==> config.mk <==
export PLATFORM = sky130hd
export DESIGN_NAME = jtag_tap_oversampled
export DESIGN_NICKNAME = d
export VERILOG_FILES = /design/src/rtl/jtag_tap_pkg.sv /design/src/rtl/jtag_sync_edge.sv /design/src/rtl/jtag_tap_oversampled.sv
export SDC_FILE = /design/constraint.sdc
export NUM_CORES = 1
export LEC_CHECK = 0
export ABC_AREA = 1
export BUFFER_PORTS_ARGS = -buffer_cell sky130_fd_sc_hd__buf_4
export CORE_ASPECT_RATIO = 0.9
export CORE_UTILIZATION = 45
export DETAILED_ROUTE_END_ITERATION = 10
export PLACE_DENSITY_LB_ADDON = 0.15
export SLEW_MARGIN = 20
export SYNTH_ARGS = -nofsm -noshare
export SYNTH_HDL_FRONTEND = slang
export SYNTH_HIERARCHICAL = 1
export SYNTH_SLANG_ARGS = --single-unit
==> constraint.sdc <==
create_clock -name clk_in -period 3.8 [get_ports clk_in]
set_input_delay 0.76 -clock clk_in [delete_from_list [all_inputs] [get_ports clk_in]]
set_output_delay 0.76 -clock clk_in [all_outputs]
set_load 0.1 [all_outputs]
==> src/rtl/jtag_tap_pkg.sv <==
// jtag_tap_pkg: shared TAP state encoding, IR opcodes and next-state function
package jtag_tap_pkg;
  localparam int IR_W = 5;
  localparam logic [IR_W-1:0] IR_IDCODE  = 5'h01;
  localparam logic [IR_W-1:0] IR_USER    = 5'h11;
  localparam logic [IR_W-1:0] IR_BYPASS  = 5'h1F;
  localparam logic [IR_W-1:0] IR_CAPTURE = 5'b00101;
  typedef enum logic [3:0] {
    TLR, RTI, SEL_DR, CAP_DR, SH_DR, EX1_DR, PAUSE_DR, EX2_DR, UPD_DR,
    SEL_IR, CAP_IR, SH_IR, EX1_IR, PAUSE_IR, EX2_IR, UPD_IR
  } tap_state_e;
  function automatic tap_state_e tap_next(input tap_state_e s, input logic tms);
    case (s)
      TLR:      tap_next = tms ? TLR      : RTI;
      RTI:      tap_next = tms ? SEL_DR   : RTI;
      SEL_DR:   tap_next = tms ? SEL_IR   : CAP_DR;
      CAP_DR:   tap_next = tms ? EX1_DR   : SH_DR;
      SH_DR:    tap_next = tms ? EX1_DR   : SH_DR;
      EX1_DR:   tap_next = tms ? UPD_DR   : PAUSE_DR;
      PAUSE_DR: tap_next = tms ? EX2_DR   : PAUSE_DR;
      EX2_DR:   tap_next = tms ? UPD_DR   : SH_DR;
      UPD_DR:   tap_next = tms ? SEL_DR   : RTI;
      SEL_IR:   tap_next = tms ? TLR      : CAP_IR;
      CAP_IR:   tap_next = tms ? EX1_IR   : SH_IR;
      SH_IR:    tap_next = tms ? EX1_IR   : SH_IR;
      EX1_IR:   tap_next = tms ? UPD_IR   : PAUSE_IR;
      PAUSE_IR: tap_next = tms ? EX2_IR   : PAUSE_IR;
      EX2_IR:   tap_next = tms ? UPD_IR   : SH_IR;
      UPD_IR:   tap_next = tms ? SEL_DR   : RTI;
      default:  tap_next = TLR;
    endcase
  endfunction
endpackage

==> src/rtl/jtag_sync_edge.sv <==
// jtag_sync_edge: synchronizes the JTAG pins into clk_in and detects TCK edges
module jtag_sync_edge #(
  parameter int SYNC_STAGES = 2
) (
  input  logic clk_in,
  input  logic reset,
  input  logic tck,
  input  logic tms,
  input  logic tdi,
  input  logic trst,
  output logic tms_s,
  output logic tdi_s,
  output logic trst_s,
  output logic rise,
  output logic fall
);
  logic [3:0] sync [SYNC_STAGES];
  logic tck_s, tck_hist;
  // pin synchronizer chains {tck,tms,tdi,trst}; trst resets asserted so the TAP starts in TLR
  always_ff @(posedge clk_in or negedge reset)
    if (!reset) begin
      for (int i = 0; i < SYNC_STAGES; i++) sync[i] <= 4'b0100;
      tck_hist <= 1'b0;
    end else begin
      sync[0] <= {tck, tms, tdi, trst};
      for (int i = 1; i < SYNC_STAGES; i++) sync[i] <= sync[i-1];
      tck_hist <= sync[SYNC_STAGES-1][3];
    end
  assign {tck_s, tms_s, tdi_s, trst_s} = sync[SYNC_STAGES-1];
  assign rise = !tck_hist && tck_s;
  assign fall = tck_hist && !tck_s;
endmodule

==> src/rtl/jtag_tap_oversampled.sv <==
// jtag_tap_oversampled: IEEE 1149.1 TAP running in clk_in with oversampled TCK
module jtag_tap_oversampled
  import jtag_tap_pkg::*;
#(
  parameter logic [31:0] IDCODE_VALUE = 32'h2495_11C3,
  parameter int          SYNC_STAGES  = 2,
  parameter int          USER_DR_W    = 41
) (
  input  logic                 clk_in,
  input  logic                 reset,
  input  logic                 jtag_tck,
  input  logic                 jtag_tms,
  input  logic                 jtag_tdi,
  input  logic                 jtag_trst,
  output logic                 jtag_tdo,
  output logic                 jtag_tdo_oe,
  input  logic [USER_DR_W-1:0] user_capture_data,
  output logic [USER_DR_W-1:0] user_update_data,
  output logic                 user_update_valid,
  output logic                 user_capture_strobe,
  output logic [3:0]           tap_state
);
  tap_state_e state;
  logic [IR_W-1:0] ir, ir_sr;
  logic [31:0] idcode_sr;
  logic [USER_DR_W-1:0] user_sr;
  logic bypass_sr, tms_s, tdi_s, trst_s, rise, fall;
  logic sel_id, sel_user, sel_byp, dr_lsb;
  jtag_sync_edge #(.SYNC_STAGES(SYNC_STAGES)) u_sync (
    .clk_in (clk_in),
    .reset  (reset),
    .tck    (jtag_tck),
    .tms    (jtag_tms),
    .tdi    (jtag_tdi),
    .trst   (jtag_trst),
    .tms_s  (tms_s),
    .tdi_s  (tdi_s),
    .trst_s (trst_s),
    .rise   (rise),
    .fall   (fall)
  );
  assign sel_id   = ir == IR_IDCODE;
  assign sel_user = ir == IR_USER;
  assign sel_byp  = ir == IR_BYPASS || !(sel_id || sel_user);
  assign dr_lsb   = sel_id ? idcode_sr[0] : sel_user ? user_sr[0] : bypass_sr;
  assign tap_state   = state;
  assign jtag_tdo_oe = state == SH_IR || state == SH_DR;
  assign user_capture_strobe = rise && trst_s && state == CAP_DR && sel_user;
  // TAP controller: rising events advance state and move shift registers; falling events drive tdo
  always_ff @(posedge clk_in or negedge reset)
    if (!reset) begin
      state             <= TLR;
      ir                <= IR_IDCODE;
      ir_sr             <= '0;
      idcode_sr         <= '0;
      user_sr           <= '0;
      bypass_sr         <= 1'b0;
      jtag_tdo          <= 1'b0;
      user_update_data  <= '0;
      user_update_valid <= 1'b0;
    end else begin
      user_update_valid <= 1'b0;
      if (!trst_s || state == TLR) ir <= IR_IDCODE;
      if (!trst_s) state <= TLR;
      else if (rise) begin
        state <= tap_next(state, tms_s);
        if (state == CAP_IR) ir_sr <= IR_CAPTURE;
        if (state == SH_IR) ir_sr <= {tdi_s, ir_sr[IR_W-1:1]};
        if (state == UPD_IR) ir <= ir_sr;
        if (state == CAP_DR) begin
          if (sel_id) idcode_sr <= IDCODE_VALUE;
          if (sel_user) user_sr <= user_capture_data;
          if (sel_byp) bypass_sr <= 1'b0;
        end
        if (state == SH_DR) begin
          if (sel_id) idcode_sr <= {tdi_s, idcode_sr[31:1]};
          if (sel_user) user_sr <= {tdi_s, user_sr[USER_DR_W-1:1]};
          if (sel_byp) bypass_sr <= tdi_s;
        end
        if (state == UPD_DR && sel_user) begin
          user_update_data  <= user_sr;
          user_update_valid <= 1'b1;
        end
      end else if (fall) jtag_tdo <= state == SH_IR ? ir_sr[0] : dr_lsb;
    end
endmodule

# Word-level counts from Yosys, hierarchy flattened
# Index checks and enable logic that the tools add are counted.
classes:
  addsub: 0
  n_mul: 0
  div: 0
  n_lt_le_gt_ge: 0
  n_eq_ne: 19
  n_shift: 0
  n_mux: 39
  n_bitwise: 1
  n_reduce_logical: 23
ops:
  columns: ["cell", "n"]
  rows:
  - ["$mux 41", 4]
  - ["$mux 32", 4]
  - ["$pmux 4 s12", 1]
  - ["$eq 4x4->1 const B", 8]
  - ["$mux 5", 6]
  - ["$mux 4", 6]
  - ["$eq 4x3->1 const B", 4]
  - ["$mux 1", 13]
  - ["$eq 5x5->1 const B", 2]
  - ["$reduce_and 3->1", 3]
  - ["$eq 4x2->1 const B", 2]
  - ["$logic_and 1x1->1", 6]
  - ["$mux 2", 3]
  - ["$mux 3", 2]
  - ["$eq 5x1->1 const B", 1]
  - ["$eq 4x1->1 const B", 1]
  - ["$logic_not 1->1", 4]
  - ["$logic_not 4->1", 1]
  - ["$logic_or 1x1->1", 4]
  - ["$reduce_or 2->1", 2]
  - ["$reduce_or 3->1", 1]
  - ["$ne 2x2->1 const B", 1]
  - ["$reduce_and 2->1", 1]
  - ["$reduce_bool 2->1", 1]
  - ["$not 1->1", 1]
word_totals:
  ff_bits: 140
  latchBits: 0
  ram_bits: 0
  romBits: 0
  in_bits: 47
  out_inout_bits: 49
  wordCells: 94
  mem_count: 0

# Logic depth before layout (Yosys ltp)
# Gate-level depths: netlist of the first run.
depth:
  ltp_word: 8
  mapped_depth: 12
  mapped_depth_nobuf: 11

# Modules after synthesis
# Netlist of the first run, hierarchy kept.
by_module_without_submodules:
  columns: ["mod", "instances", "cells_each", "area_per_inst_um2", "seq_area_each_um2"]
  rows:
  - ["jtag_tap_oversampled", 1, 856, 6596.3, 3279.4]
  - ["jtag_sync_edge", 1, 13, 242.7, 227.7]

# Least setup slack after synthesis of the first run
# OpenSTA, ideal clock, no wires.
synth_path:
  path_kind: "flip-flop to output port"
  start: "register state[1] (netlist: tap_state[1])"
  end: "output user_capture_strobe"
  t_arrival_ps: 2408
  t_required_ps: 3040
  slack_ps: 632
  stages_incl_launch_ff: 9
  path_buffers: 2
  path_cell_list: "dfrtp_1 > buf_2 > nand2_1 > inv_2 > nand2_2 > inv_1 > nand2_2 > buf_2 > inv_1"
synth_via:
  elab_chain_len: 3
synth_rtl:
  columns: ["element", "line", "rtl"]
  rows:
  - ["from (decl)", "jtag_tap_oversampled.sv:23", "tap_state_e state;"]
  - ["from (signal assigned)", "jtag_tap_oversampled.sv:66", "state <= tap_next(state, tms_s);"]
  - ["$eq 4x2->1", "jtag_tap_oversampled.sv:48", "assign user_capture_strobe = rise && trst_s && state == CAP_DR && sel_user;"]
  - ["$logic_and 1x1->1 (2 in a row)", "jtag_tap_oversampled.sv:48", null]
  - ["to (decl)", "jtag_tap_oversampled.sv:20", "output logic user_capture_strobe,"]
# No other way between the ends.

# Final worst setup path of the first run
layout_path:
  start: "register u_sync/sync[3] (netlist bit)"
  end: "output user_capture_strobe"
layout_via:
  elab_chain_len: 4
layout_rtl:
  columns: ["element", "line", "rtl"]
  rows:
  - ["from (decl)", "jtag_sync_edge.sv:17", "logic [3:0] sync [SYNC_STAGES];"]
  - ["$logic_and 1x1->1", "jtag_sync_edge.sv:30", "assign rise = !tck_hist && tck_s;"]
  - ["net rise", "jtag_tap_oversampled.sv:27", "logic bypass_sr, tms_s, tdi_s, trst_s, rise, fall;"]
  - ["$logic_and 1x1->1 (3 in a row)", "jtag_tap_oversampled.sv:48", null]
# The timed path passes the listed nets, and every way through them passes these cells.

==> results of run 1 <==
## kinds of logic after synthesis
logic type	share of synthesized area (%)
flops	51.3
simple gates	27.1
compound gates	7.72
buf+inv	13.9
## registers in the layout, indices dropped and copies added (netlist names), 4 cells and up
signal            flops
user_update_data     41
ir                    5
tap_state             4
user_sr              41
u_sync/sync           5
ir_sr                 5
idcode_sr            32
## critical path, stage by stage, from the launching register on
cell and delay (ps):
dfrtp_1 360, inv_1 40, nor2_1 180, nand2_2 260, buf_4 340, nor2_2 210
nand2_2 80, inv_1 60, buf_4 280
## report_power, final
group          switching, uW  leakage [uW]  internal (uW)
clock                    630      0.000302           1100
sequential              4.77       0.00193           1500
combinational           64.0       0.00264           40.4
## metal layers
layer	GRT usage, %	up-vias	wire length [um]	share of wire, %
li1	-	2758	-	-
met1	29.1	2513	7370	50
met3	4.47	15	615	4.2
met4	7.41	0	165	1.1
met2	30.3	112	6490	44
met5	0	-	0	0
## stage by stage
stage,power [uW],area (sq um),std cells,utilization (%)
after detailed placement,1640,7600,1129,51.5
after global placement,1640,7600,1129,51.5
after floorplan,1550,6840,869,-
final,3340,8220,1161,55.7
after global routing,3440,8220,1161,55.7
after CTS,3380,8220,1161,55.7
## worst min-delay path by stage
stage / endpoint / slack [ps] / cells past startpoint
floorplan: u_sync/sync[3] / 330 / 0
global placement: u_sync/tdi_s / 330 / 0
detailed placement: u_sync/trst_s / 340 / 0
CTS: u_sync/sync[7] / 340 / 1
global route: tap_state[0] / 360 / 1
finish: u_sync/sync[7] / 320 / 1
## cells in the final DEF, fill, tap and decap left out, types with 2 or more instances in the layout
cell and n:
a21oi_1 5, bufinv_16 3, dfstp_2 3, nand3_2 27
nor2_4 5, nand2_4 2, o21ai_1 18, clkinv_4 2
nand2_2 5, nand4_1 3, clkbuf_8 4, o21ai_0 60
clkbuf_16 17, nand3_1 31, o22ai_1 9, nand2_1 271
o31ai_1 2, buf_4 98, inv_2 5, nor2_2 3
dfrtp_1 137, inv_1 177, nor2_1 58, clkinvlp_4 2
clkinv_2 3
## cell type report
| cell class | count | share of cell area [%] |
|---|---|---|
| clock buffers | 22 | 5.89 |
| inverters | 183 | 8.38 |
| well taps | 198 | 3.01 |
| repair buffers | 100 | 9.33 |
| flip-flops and latches | 140 | 42.6 |
| multi-input cells | 508 | 29.1 |
| clock inverters | 10 | 1.67 |
## cells in the mapped netlist, types with 2 or more instances
library cell / count / area [sq um]
nor2_1: 58 / 218
dfstp_2: 3 / 78.8
o31ai_1: 2 / 15.0
a21oi_1: 5 / 25.0
buf_1: 2 / 7.51
o21ai_0: 60 / 300
dfrtp_1: 137 / 3430
o21ai_1: 18 / 90.1
o22ai_1: 9 / 56.3
nand2_2: 4 / 25.0
clkbuf_1: 4 / 15.0
nand3_2: 26 / 260
nor2_2: 4 / 25.0
nand3_1: 32 / 160
nand2_4: 2 / 22.5
nand2_1: 272 / 1020
nand4_1: 3 / 18.8
inv_2: 5 / 18.8
buf_2: 19 / 95.1
buf_6: 13 / 146
inv_1: 177 / 664
nor2_4: 4 / 45.0
==> flow_summary.json, run 1 <==
{
  "reg2reg_from": "u_sync/sync[3]",
  "cts-hold-fix-buffers": 0,
  "io_buffers": 95,
  "grtUsageTotal_pct": 20.4,
  "rr_endpoint": "user_sr[28]",
  "min_path_type": "input pin to async pin",
  "hpwl_mm": 9.52,
  "setup_violations": 0,
  "drv_cap": 0,
  "synthToLayoutAreaGrowth_pct": 20.3,
  "clk_path_buf_depth": 2,
  "die_w_um": 132,
  "grt_antenna_before_repair": 0,
  "multi_input_area_sq_um": 2390,
  "synth-edff-count": 0,
  "drive_gt1_share_pct": 19.3,
  "drtAntennaViolNets": 0,
  "ys_seq_area_share_pct": 51.3,
  "powerDensity_nw_per_um2": 406,
  "htree_levels": 4,
  "crit_type": "register to primary output",
  "grt_pass1_vias": 5098,
  "async_reset_ff_share_pct": 100,
  "cts_root_buf": "clkbuf_16",
  "peakVddDrop_uv": 333,
  "die_h_um": 119,
  "pin_count": 96,
  "drt-vias-per-instance": 4.65,
  "die_area_sq_um": 15700,
  "worst_skew_pair.late_latency_ps": 420,
  "worst_pin_slew_ps": 966,
  "cts_buffers": 17,
  "outcome": "finished, final reports clean",
  "synth_cell_types": 32,
  "drt_iter0_markers": 383,
  "postSynthAreaPerCell_sq_um": 7.87,
  "cts_tree": "done",
  "yosysWarnings": 6,
  "slew_violations": 0,
  "critPathMaxFanout": 33,
  "grt.overflow.total": 0,
  "core_sq_um": 14800,
  "seq_area_sq_um": 3510,
  "pre_cts_ws_ps": 1260,
  "fill_cells": 1407,
  "drt_wl_total_mm": 14.6,
  "place_congestion": 0.888,
  "dr.pass1.iters": 4,
  "slew_headroom_pct": 35.4,
  "postCtsSetupBuffers": 0,
  "grt_max_degree": 69,
  "drc": 0,
  "cts_resized": 0,
  "fin_crit_ps": 3000,
  "hold_viol": 0,
  "r2r_slack_ps": 1300,
  "ys_ff_latch": 140,
  "placementRows": 42,
  "syn_nets": 916,
  "finalCritPeriodShare_pct": 78.9,
  "synth_area_sq_um": 6840,
  "cp-end-kind": "primary output",
  "cts_sinks": 140,
  "initial_utilization_pct": 46.3,
  "worstSetupStartpointType": "register",
  "reg2regPathDepth": 10,
  "grt_pass1_wl_mm": 25.1,
  "layout_setup_ws_ps": 804,
  "endpoint": "user_capture_strobe",
  "cts.reportedPaths.clkPinSlew_ps": 60,
  "cp-startpoint": "u_sync/sync[3]",
  "worst_ep_arrival_time_ps": 2240,
  "rsz0062_at_grt": "no",
  "fin_tns_setup_ps": 0,
  "nets": 997,
  "wl_per_cell_um": 12.6,
  "leakage_uw": 0.00487,
  "syn_inst": 869,
  "required_ps": 3040,
  "max_freq_ghz": 0.334,
  "synth_flop_cell": "dfrtp_1",
  "fin_skew_ps": 7.14,
  "dr_total_vias": 5398,
  "worst_hold_slack_ps": 321,
  "n_antenna_cell": 0
}
Power figures use the tool's default switching activity.
==> run 2: changes to the inputs <==
--- a/config.mk
+++ b/config.mk
@@ -5,7 +5,7 @@
 export SDC_FILE = /design/constraint.sdc
 export NUM_CORES = 1
 export LEC_CHECK = 0
-export ABC_AREA = 1
+export ABC_AREA = 0
 export BUFFER_PORTS_ARGS = -buffer_cell sky130_fd_sc_hd__buf_4
 export CORE_ASPECT_RATIO = 0.9
 export CORE_UTILIZATION = 45
==> constraint.sdc (replaced) <==
create_clock -name clk_in -period 2.7 [get_ports clk_in]
set_input_delay 0.54 -clock clk_in [delete_from_list [all_inputs] [get_ports clk_in]]
set_output_delay 0.54 -clock clk_in [all_outputs]
set_load 0.1 [all_outputs]
==> run 2 against run 1 <==
Net effect: sequential power up 44%; power is 45% higher; worst hold slack worse by 220 ps; final cell count shrank 36%; clock skew is 7.9 ps higher; count of clock-buffer cells in the layout decreased by 3; sequential share of layout area rose by 5.7 points; register-to-register slack got worse by 820 ps; via count shrank 24%; first-iteration DRC count decreased by 45%.
==> flow_summary.json, run 2 <==
{
  "synth_area_sq_um": 5800,
  "max_freq_ghz": 0.379,
  "io_buffers": 95,
  "layout_common_cells": "dfrtp_1 (133), buf_4 (103), nor2_1 (48)",
  "hold_viol": 0,
  "synth_top_area_share_pct": 59.1,
  "grt_antenna_before_repair": 0,
  "slew_headroom_pct": 61.6,
  "fin_tns_setup_ps": 0,
  "top_regs": "user_sr x41, user_update_data x41, idcode_sr x32",
  "cts-hold-fix-buffers": 0,
  "clk_path_buf_depth": 2,
  "grtUsageTotal_pct": 20.8,
  "required_ps": 2160,
  "worst_ep_arrival_time_ps": 2100,
  "slew_violations": 0,
  "crit_type": "register to primary output",
  "die_area_sq_um": 13300,
  "die_h_um": 110,
  "layout_setup_ws_ps": 63.4,
  "drv_cap": 0,
  "grt_pass1_vias": 4096,
  "pre_cts_ws_ps": 491,
  "synth_flop_cell": "dfrtp_1",
  "die_w_um": 122,
  "drive_gt1_share_pct": 33.7,
  "drtAntennaViolNets": 0,
  "fin_crit_ps": 2640,
  "drt_iter0_markers": 211,
  "fin_skew_ps": 15.0,
  "dr_total_vias": 4116,
  "grt_pass1_wl_mm": 20.9,
  "yosysWarnings": 6,
  "critical_path.top_delay_family": "simple AND/OR/NAND/NOR gates",
  "yosysTopAreaCell": "dfrtp_1",
  "synth_cell_types": 48,
  "ys_ff_latch": 140,
  "rsz0062_at_grt": "no",
  "slowest_delay_ps": 660,
  "critPathMaxFanout": 20,
  "worst_skew_pair.late_latency_ps": 420,
  "core_sq_um": 12300,
  "yosysMostFrequentCell": "dfrtp_1",
  "crit_buf_inv": 1,
  "setup_violations": 0,
  "min_path_type": "input pin to async pin",
  "finalCritPeriodShare_pct": 97.7,
  "htree_levels": 4,
  "nets": 616,
  "drt-vias-per-instance": 5.55,
  "crit_slowest_cell": "or4bb_1",
  "drc": 0,
  "syn_inst": 482,
  "powerDensity_nw_per_um2": 665,
  "dr.pass1.iters": 4,
  "worst_pin_slew_ps": 576,
  "grt.overflow.total": 0,
  "cts_tree": "done",
  "yosys-top-cells-count": "dfrtp_1 (137), nor2_1 (49), o22ai_1 (41)",
  "placed_cells": 710,
  "async_reset_ff_share_pct": 100,
  "ys_seq_area_share_pct": 60.5,
  "n_antenna_cell": 0,
  "fin_cells": 742,
  "cp-end-kind": "primary output",
  "layout_commonest_cell": "dfrtp_1",
  "cts.reportedPaths.clkPinSlew_ps": 60,
  "synthTopCellsByArea": "dfrtp_1 (59%), mux2_2 (6.0%), o22ai_1 (4.4%), a21oi_1 (3.3%), nor2_1 (3.2%)",
  "pin_count": 96,
  "synthToLayoutAreaGrowth_pct": 25.5,
  "grt_max_degree": 63,
  "worstSetupStartpointType": "register",
  "postSynthAreaPerCell_sq_um": 12.0,
  "path_cells": "or4bb_1 -> nor2_4 -> buf_4",
  "leakage_uw": 0.00327,
  "syn_nets": 529,
  "initial_utilization_pct": 47.1,
  "drt_wl_total_mm": 12.7,
  "outcome": "finished, final reports clean",
  "fill_cells": 1010,
  "hpwl_mm": 7.95,
  "peakVddDrop_uv": 496,
  "cts_buffers": 17,
  "wl_per_cell_um": 17.1,
  "synth-edff-count": 0,
  "cts_root_buf": "clkbuf_16",
  "place_congestion": 0.805,
  "placementRows": 38,
  "cts_sinks": 140
}
## run 2: stage by stage
stage	cell area (sq um)	utilization [%]	hold slack, ps	power, uW
2_1_floorplan	5820	-	244	2280
3_3_place_gp	6640	53.9	333	2400
4_1_cts	7270	59.0	118	4890
3_5_place_dp	6640	53.9	337	2410
6_report	7280	59.1	100	4840
5_1_grt	7280	59.1	139	5020
## run 2: cell families after synthesis
logic type,Yosys count,synth area share (%)
compound gates,147,17.4
xor+xnor,1,0.151
buf+inv,44,4.27
flops,140,60.5
mux,44,8.48
simple gates,106,9.25
## run 2: area by class of cell
type / count / area [sq um] / share of cell area (%)
Multi-Input combinational cell: 298 / 2070 / 28.4
Timing Repair Buffer: 107 / 845 / 11.6
Clock buffer: 19 / 443 / 6.08
Sequential cell: 140 / 3520 / 48.3
Inverter: 5 / 18.8 / 0.258
Tap cell: 160 / 200 / 2.75
Clock inverter: 13 / 186 / 2.56
## run 2: routing by layer
metal	routed length (um)	global-route usage, %
met3	674	6.12
met4	72	6.70
met2	5710	30.0
met1	6260	30.0
met5	0	0
## run 2: path summary, 6_finish.rpt
kind                                   endpoint  depth (start not counted)  slack, ps            from
max reg2reg                user_update_data[35]                          4        480           ir[0]
min reg2reg                      u_sync/sync[3]                          0        350  u_sync/sync[7]
min                         user_update_data[6]                          1        100           reset
max                         user_capture_strobe                          3         60    tap_state[3]
min in group clk_in              u_sync/sync[4]                          1        230       jtag_trst
max in group asynchronous           user_sr[18]                          2       1840           reset
## run 2: repair_timing
item                                    CTS  global route
endpoints found under the setup margin    0             2
setup buffers                             0             0
resized for setup                         0             2
## run 2: power by group
| part | internal (uW) | switching, uW |
|---|---|---|
| Sequential | 2130 | 30.2 |
| Combinational | 87.0 | 120 |
| Clock | 1570 | 896 |
